<file path="src/rtl/store_buffer.sv">
// Store buffer between the core store path and a single-port data memory.
// Stores queue in a circular FIFO, drain one per idle cycle, and forward to loads youngest-first.
module store_buffer #(
  parameter int DEPTH = 4,
  parameter int AW    = 32,
  parameter int DW    = 32
) (
  input  logic                     Clk,
  input  logic                     Rst,
  input  logic                     st_valid,
  output logic                     st_ready,
  input  logic [AW-1:0]            st_addr,
  input  logic [DW-1:0]            st_data,
  input  logic                     ld_valid,
  input  logic [AW-1:0]            ld_addr,
  output logic [DW-1:0]            ld_data,
  output logic [AW-1:0]            mem_addr,
  output logic [DW-1:0]            mem_wd,
  output logic                     mem_we,
  input  logic [DW-1:0]            mem_rdata,
  output logic [$clog2(DEPTH):0]   count,
  output logic                     empty
);

  localparam int PW = $clog2(DEPTH);
  localparam int CW = PW + 1;

  logic [AW-1:0] entryAddr [DEPTH];
  logic [DW-1:0] entryData [DEPTH];
  logic [PW-1:0] head;
  logic [PW-1:0] tail;
  logic [PW-1:0] fwdIdx;
  logic          push;
  logic          drain;

  assign empty    = (count == '0);
  assign st_ready = (count != CW'(DEPTH));
  assign push     = st_valid && st_ready;
  assign drain    = !empty && !ld_valid;

  assign mem_we   = drain;
  assign mem_addr = drain ? entryAddr[head] : ld_addr;
  assign mem_wd   = empty ? '0 : entryData[head];

  always_ff @(posedge Clk or negedge Rst) begin
    if (!Rst) begin
      head  <= '0;
      tail  <= '0;
      count <= '0;
    end else begin
      if (push)
        tail <= tail + 1'b1;
      if (drain)
        head <= head + 1'b1;
      case ({push, drain})
        2'b10:   count <= count + 1'b1;
        2'b01:   count <= count - 1'b1;
        default: count <= count;
      endcase
    end
  end

  // Payload needs no reset; occupancy alone decides which slots are live.
  always_ff @(posedge Clk) begin
    if (push) begin
      entryAddr[tail] <= st_addr;
      entryData[tail] <= st_data;
    end
  end

  // Scan oldest to youngest so the last live match left standing is the youngest.
  always_comb begin
    ld_data = mem_rdata;
    fwdIdx  = head;
    for (int i = 0; i < DEPTH; i++) begin
      fwdIdx = head + PW'(i);
      if ((CW'(i) < count) && (entryAddr[fwdIdx] == ld_addr))
        ld_data = entryData[fwdIdx];
    end
  end

endmodule

</file>
<file path="config.mk">
export PLATFORM = sky130hd
export DESIGN_NAME = store_buffer
export DESIGN_NICKNAME = d
export VERILOG_FILES = /design/src/rtl/store_buffer.sv
export SDC_FILE = /design/constraint.sdc
export NUM_CORES = 1
export LEC_CHECK = 0
export ABC_AREA = 1
export CAP_MARGIN = 20
export CORE_UTILIZATION = 40
export CTS_BUF_LIST = sky130_fd_sc_hd__clkbuf_8
export DETAILED_ROUTE_END_ITERATION = 12
export GPL_ROUTABILITY_DRIVEN = 0
export PLACE_DENSITY = 0.71
export SETUP_SLACK_MARGIN = 0.05
export SLEW_MARGIN = 20
export SYNTH_ARGS = -nofsm -noshare
export SYNTH_HDL_FRONTEND = slang
export SYNTH_SLANG_ARGS = --single-unit
</file>
<file path="constraint.sdc">
create_clock -name Clk -period 3.9 [get_ports Clk]
set_clock_uncertainty 0.05 [all_clocks]
set_input_delay 0.78 -clock Clk [delete_from_list [all_inputs] [get_ports Clk]]
set_output_delay 0.78 -clock Clk [all_outputs]
set_load 0.005 [all_outputs]
</file>
==> reports/metrics.csv, run 1 <==
stage,metric,value,unit
run,maxCapViolCount,0,
timing,slew_headroom,0.645,
die,start_util,0.409,
clocking,cts-htree-levels,2,
clocking,cts-buffers-inserted,47,
power,comb_power_share,0.682,
worst_hold_path,hold_class,primary input to async pin,
timing,max_freq,0.223,GHz
setup_path,crit_path_cell_trace,buf_12 -> nand2_8 -> nand2_8 -> buf_12 -> buf_16 -> o21ai_4 -> xor2_2 -> nand2_2 -> nor3_2 -> nand3_2 -> nor2_8 -> buf_6 -> buf_12 -> buf_6 -> o211ai_1 -> nand2_1 -> buf_2,
clocking,clock-root-buffer,clkbuf_8,
synth,synth-async-reset-ratio,0.0266,
route,avgRoutedWirePerCell,18.2,um
synth,synth_common_cells,"1221 x nand2_1, 331 x nand3_1, 303 x o21ai_0",
power,p_per_area,790,nW/um^2
setup_path,crit_required,3.07,ns
synth,synth_area,19700,sq um
synth,ys_types,40,
placed_design,port_buffers,233,
die,die-area,50100,sq um
setup_path,r2r_start,count[1]$_DFFE_PN0P_,
synth,synth_edf_count,256,
setup_path,crit_end,ld_data[5],
timing,worst_pin_slew,0.531,ns
clocking,clock_latency,0.65,ns
placed_design,place_hpwl,49.8,mm
synth,synth.most_common_cell,nand2_1,
cells_and_area,final_util,0.555,
clocking,cts_tree,built,
grt,grt_usage,0.289,
cells_and_area,layout-drive-gt1-share,0.161,
timing,setup_tns,-15.66,ns
power,pwr-share-seq,0.189,
setup_path,r2r.worst_path.cells,6,
setup_path,cp-start-kind,register,
synth,synth_nets,3070,
placed_design,dp_cells,3901,
setup_path,cp_slowest_cell,dfrtp_4,
die,chipWidth,224,um
clocking,cts.path.max_buffers,3,
synth,synthFlopType,edfxtp_1,
die,die_height,224,um
timing,slew_violations,0,
timing,finalCritPeriodShare,1.15,
setup_path,crit_buf_inv,7,
synth,syn_inst,2929,
clocking,path_clk_slew,0.07,ns
grt,antenna_found_initial,6,
route,drtPass1Iterations,5,
synth,synth_area_per_cell,6.72,sq um
route,via_per_inst,5.32,
die,row_count,80,
timing,finalCriticalPeriod,4.48,ns
die,ios,234,
grt,first_global_vias,19828,
route,drc,0,
synth,synth_top_area_share,0.391,
status,violations,negative setup slack,
synth,seq_area_frac_synth,0.400,
power,sw_frac_of_total,0.478,
setup_path,r2r_end,entryAddr[1][11]$_DFFE_PP_,
clocking,clock_sinks,263,
power,clkPwrFrac,0.129,
setup_path,worstSetupStartpoint,head[0]$_DFFE_PN0P_,
timing,finalHoldViolations,0,
route,ant_nets,0,
grt,overflow,0,
setup_path,end_kind,output port,
cells_and_area,areaGrowthSynthToFinish,35.8,%
grt,grt_pass1_wl,112,mm
setup_path,cp_top_family,buffers and inverters,
setup_path,critical_path.max_fanout,8,
setup_path,crit_top_cell,buf_12,
route,dr.first_iter.drc_count,2248,
clocking,ctsHoldBuffers,0,
synth,yosysWarnings,0,
setup_path,setup.worst_path.class,register to output port,
setup_path,crit_path_max_incr_delay,0.53,ns
route,num_vias,21547,
cells_and_area,final_nets,3497,
status,status,"complete, but fails checks",
setup_path,path_depth,17,
timing,setup_ws,-0.583,ns
synth,synth_top_area_cell,edfxtp_1,
power,p_sw,10.1,mW
synth,yosys-top-cells-area,"edfxtp_1 39%, nand2_1 23%, nand3_1 8.4%, o21ai_0 7.7%, inv_1 4.9%",
synth,synth_seq_cells,263,
power,worst_ir_drop_vdd,0.614,mV
power,p_int,11.0,mW
die,core_area,48100,sq um
placed_design,pre_cts_ws,-0.363,ns
timing,finalSetupViolCount,32,
power,power.leakage,12.3,nW
timing,rsz0062_at_grt,true,
grt,grt_max_degree,129,
cells_and_area,fin_cells,4051,
setup_path,rrSetupSlack,1.33,ns
setup_path,cp_data_arrival_time,3.65,ns
route,wl,73.7,mm
==> stage by stage <==
step                hold slack, ns  power [mW]  area, sq um
global route                 0.367        22.6        26700
global placement             0.483        16.4        24300
finish                       0.349        21.1        26700
CTS                          0.339        20.5        26500
detailed placement           0.497        16.5        24300
floorplan                    0.434        11.4        19700
==> layout make-up <==
cell class	count	area [sq um]
Clock buffer	48	661
Fill cell	4396	21400
Clock inverter	37	322
Multi-Input combinational cell	2240	10400
Sequential cell	263	7870
Timing Repair Buffer	542	5660
Antenna cell	3	7.51
Inverter	262	1000
Tap cell	656	821
==> cells in the final DEF (no fill, tap or decap), types with 9 or more instances in the layout <==
master / netlist / layout
clkinv_1: 1 / 12
o21ai_1: 30 / 55
o211ai_1: 41 / 41
nor3_1: 33 / 30
nand4_1: 21 / 21
clkbuf_8: 0 / 49
nor2_4: 2 / 12
buf_16: 0 / 17
buf_12: 0 / 45
a21oi_1: 17 / 17
ha_1: 9 / 9
buf_4: 26 / 213
edfxtp_1: 256 / 256
o21ai_2: 3 / 13
nand3_1: 331 / 310
buf_2: 41 / 25
nor2_1: 169 / 139
clkdlybuf4s50_1: 0 / 200
o21ai_0: 303 / 266
inv_1: 256 / 269
nand2_1: 1221 / 1182
nand2_2: 1 / 37
nor2_2: 3 / 23
buf_6: 23 / 21
nand3_2: 5 / 25
xor2_1: 22 / 18
==> sequential cells by signal, indices dropped and copies added (netlist names) <==
signal,cells
entryAddr,128
tail,2
head,2
count,3
entryData,128
==> how the worst min path moves through the flow <==
stage	start	to	slack [ns]	depth (start not counted)
global route	Rst	count[1]$_DFFE_PN0P_	0.37	1
CTS	Rst	count[0]$_DFFE_PN0P_	0.34	1
floorplan	Rst	count[0]$_DFFE_PN0P_	0.43	0
detailed placement	count[1]$_DFFE_PN0P_	count[1]$_DFFE_PN0P_	0.50	2
finish	Rst	count[1]$_DFFE_PN0P_	0.35	1
global placement	count[1]$_DFFE_PN0P_	count[1]$_DFFE_PN0P_	0.48	2
==> routing by layer <==
layer  routed length [um]  global-route usage
met1                30300               0.385
met2                31900               0.443
met3                 7910              0.0658
met4                 3580               0.136
met5                   43                   0
==> cell families (layout without fill, tap and decap cells) <==
family,after synthesis,after routing,synth area share
AO/OA/AOI/OAI,400,400,0.108
XOR/XNOR,24,24,0.0107
adder cells (fa/ha/maj),9,9,0.00572
buffers and inverters,426,889,0.0976
flip-flops,263,263,0.400
other,0,3,0
AND/OR/NAND/NOR,1807,1807,0.378
==> what timing repair did <==
| action | CTS | global route |
|---|---|---|
| hold endpoints to repair | 0 | 0 |
| pin swaps | 58 | 30 |
| buffers inserted | 40 | 7 |
| gates resized for setup | 292 | 61 |
| cloned | 16 | 5 |
| setup endpoints to repair | 69 | 69 |
==> power groups by stage <==
| stage | clock network [mW] | registers (mW) | logic [mW] |
|---|---|---|---|
| after global routing | 2.90 | 4.05 | 15.6 |
| after floorplan | 0 | 4.01 | 7.43 |
| after CTS | 2.77 | 3.98 | 13.7 |
| after global placement | 0 | 4.02 | 12.4 |
| after detailed placement | 0 | 4.04 | 12.5 |
| final | 2.73 | 3.99 | 14.4 |
Power figures use the tool's default switching activity.
==> inputs of run 2 (changes only) <==
DONT_BUFFER_PORTS = 1   (was unset)
PLACE_DENSITY = 0.64   (was 0.71)
==> reports/metrics.csv, run 2 (synthesized netlist as in run 1, its figures left out) <==
stage,metric,value,unit,change
timing,finalCritPeriodShare,1.10,,-0.0495
grt,grt_max_degree,130,,+0.78%
timing,finalHoldViolations,0,,unchanged
grt,grt_usage,0.275,,-0.0138
cells_and_area,final_util,0.488,,-0.0674
die,die_height,224,um,unchanged
die,row_count,80,,unchanged
timing,rsz0062_at_grt,true,,
cells_and_area,final_nets,3068,,-12%
route,num_vias,20480,,-5.0%
clocking,clock_sinks,263,,unchanged
setup_path,r2r_start,count[0]$_DFFE_PN0P_,,
setup_path,rrSetupSlack,1.34,ns,about the same
route,ant_nets,0,,unchanged
power,worst_ir_drop_vdd,0.411,mV,-33%
run,maxCapViolCount,0,,unchanged
die,chipWidth,224,um,unchanged
worst_hold_path,min_from,st_addr[8],,
die,die-area,50100,sq um,unchanged
clocking,clock-root-buffer,clkbuf_8,,
timing,finalSetupViolCount,32,,unchanged
cells_and_area,final_cell_mix,"1087 x nand2_1, 278 x o21ai_0, 268 x nand3_1, 268 x inv_1, 256 x edfxtp_1",,
clocking,cts-buffers-inserted,48,,+2.1%
cells_and_area,fillCellCount,4644,,+5.6%
cells_and_area,areaGrowthSynthToFinish,19.3,%,
die,ios,234,,unchanged
setup_path,r2r_end,entryAddr[3][18]$_DFFE_PP_,,
status,violations,negative setup slack,,
setup_path,cp_data_arrival_time,3.46,ns,-0.19 ns
status,status,"complete, but fails checks",,
placed_design,place_hpwl,47.8,mm,-4.1%
route,dr.first_iter.drc_count,2542,,+13%
timing,slew_violations,0,,unchanged
worst_hold_path,whs_endpoint,entryAddr[0][8]$_DFFE_PP_,,
cells_and_area,layout_commonest_cell,nand2_1,,
clocking,clock_latency,0.67,ns,+0.02 ns
timing,finalCriticalPeriod,4.29,ns,-0.193 ns
clocking,path_clk_slew,0.07,ns,about the same
grt,first_global_vias,18218,,-8.1%
setup_path,setup.worst_path.class,register to output port,,
die,core_area,48100,sq um,unchanged
grt,overflow,0,,unchanged
route,drc,0,,unchanged
worst_hold_path,holdPathStages,0,,
clocking,cts-htree-levels,2,,unchanged
setup_path,critical_path.max_fanout,22,,+14
route,wl,73.4,mm,-0.46%
clocking,cts_tree,built,,
timing,max_freq,0.233,GHz,+4.5%
timing,worst_pin_slew,0.979,ns,+0.448 ns
power,power.leakage,10.6,nW,-14%
timing,setup_ws,-0.390,ns,+0.193 ns
setup_path,cp-start-kind,register,,
cells_and_area,reg_top3,"entryAddr (128), entryData (128), count (3)",,
placed_design,pre_cts_ws,0.177,ns,+0.540 ns
route,drtPass1Iterations,7,,+2
route,via_per_inst,5.65,,+6.2%
setup_path,r2r.worst_path.cells,6,,unchanged
timing,slew_headroom,0.347,,-0.298
setup_path,end_kind,output port,,
grt,grt_pass1_wl,105,mm,-5.8%
worst_hold_path,hold_class,primary input to register,,
grt,antenna_found_initial,3,,-3
route,avgRoutedWirePerCell,20.2,um,+11%
die,start_util,0.409,,unchanged
placed_design,port_buffers,0,,-100%
cells_and_area,layout-drive-gt1-share,0.161,,-0.000493
setup_path,crit_required,3.07,ns,about the same
power,p_per_area,816,nW/um^2,+3.2%
clocking,cts.path.max_buffers,3,,unchanged
## run 2: how the worst max path moves through the flow
stage | startpoint | end
final | head[0]$_DFFE_PN0P_ | ld_data[14]
after global routing | head[0]$_DFFE_PN0P_ | ld_data[14]
after CTS | head[0]$_DFFE_PN0P_ | ld_data[14]
after detailed placement | head[0]$_DFFE_PN0P_ | ld_data[25]
after global placement | head[1]$_DFFE_PN0P_ | ld_data[28]
after floorplan | count[0]$_DFFE_PN0P_ | entryAddr[0][0]$_DFFE_PP_
## run 2: critical path: stages, from the launching register on
cell      delay [ns]
dfrtp_4         0.56
clkinv_8        0.13
nand2_1         0.11
nand2_4         0.15
buf_12          0.19
nand3_1         0.10
o21ai_2         0.10
o21ai_1         0.08
o21bai_1        0.25
nor2_1          0.19
nand3_2         0.13
nor2_8          0.14
buf_12          0.18
buf_12          0.15
o211ai_1        0.12
nand2_1         0.15
## run 2: area by class of cell
cell class                 instances  area, sq um  share of cell area
multi-input combinational       2240        11000               0.468
sequential                       263         7870               0.335
timing repair buffer             112         1860              0.0793
inverter                         262         1000              0.0427
tap                              656          821              0.0350
clock buffer                      48          661              0.0281
clock inverter                    42          263              0.0112
antenna                            3         7.51            0.000320
## run 2: power by group
group          total [mW]  switching, mW  internal (mW)
combinational        12.5           8.49           4.03
sequential           4.04          0.296           3.75
clock                2.59           1.28           1.31
## run 2: layer usage
layer	part of all wire	up-vias	GRT usage	wire length, um
li1	-	9578	-	-
met1	0.39	9528	0.353	28600
met2	0.45	1148	0.431	32800
met3	0.12	226	0.0745	8620
met4	0.047	0	0.124	3450
met5	0	-	0	0
## run 2: per-stage QoR
step	std cells	power [mW]	hold slack [ns]	area [sq um]	setup TNS, ns
global route	3626	20.5	0.113	23500	-18.11
finish	3626	19.2	0.139	23500	-10.78
floorplan	2929	11.4	0.434	19700	-82.65
CTS	3599	17.6	0.103	22100	-10.43
global placement	3478	13.9	0.435	20300	0
detailed placement	3478	14.1	0.435	20300	0
## run 2: repair_timing
action / CTS / global route
resized for setup: 97 / 293
hold buffers: 1 / 0
pin swaps: 44 / 35
buffers inserted: 18 / 11
endpoints found under the hold margin: 7 / 0
setup endpoints to repair: 51 / 83
cloned: 12 / 15
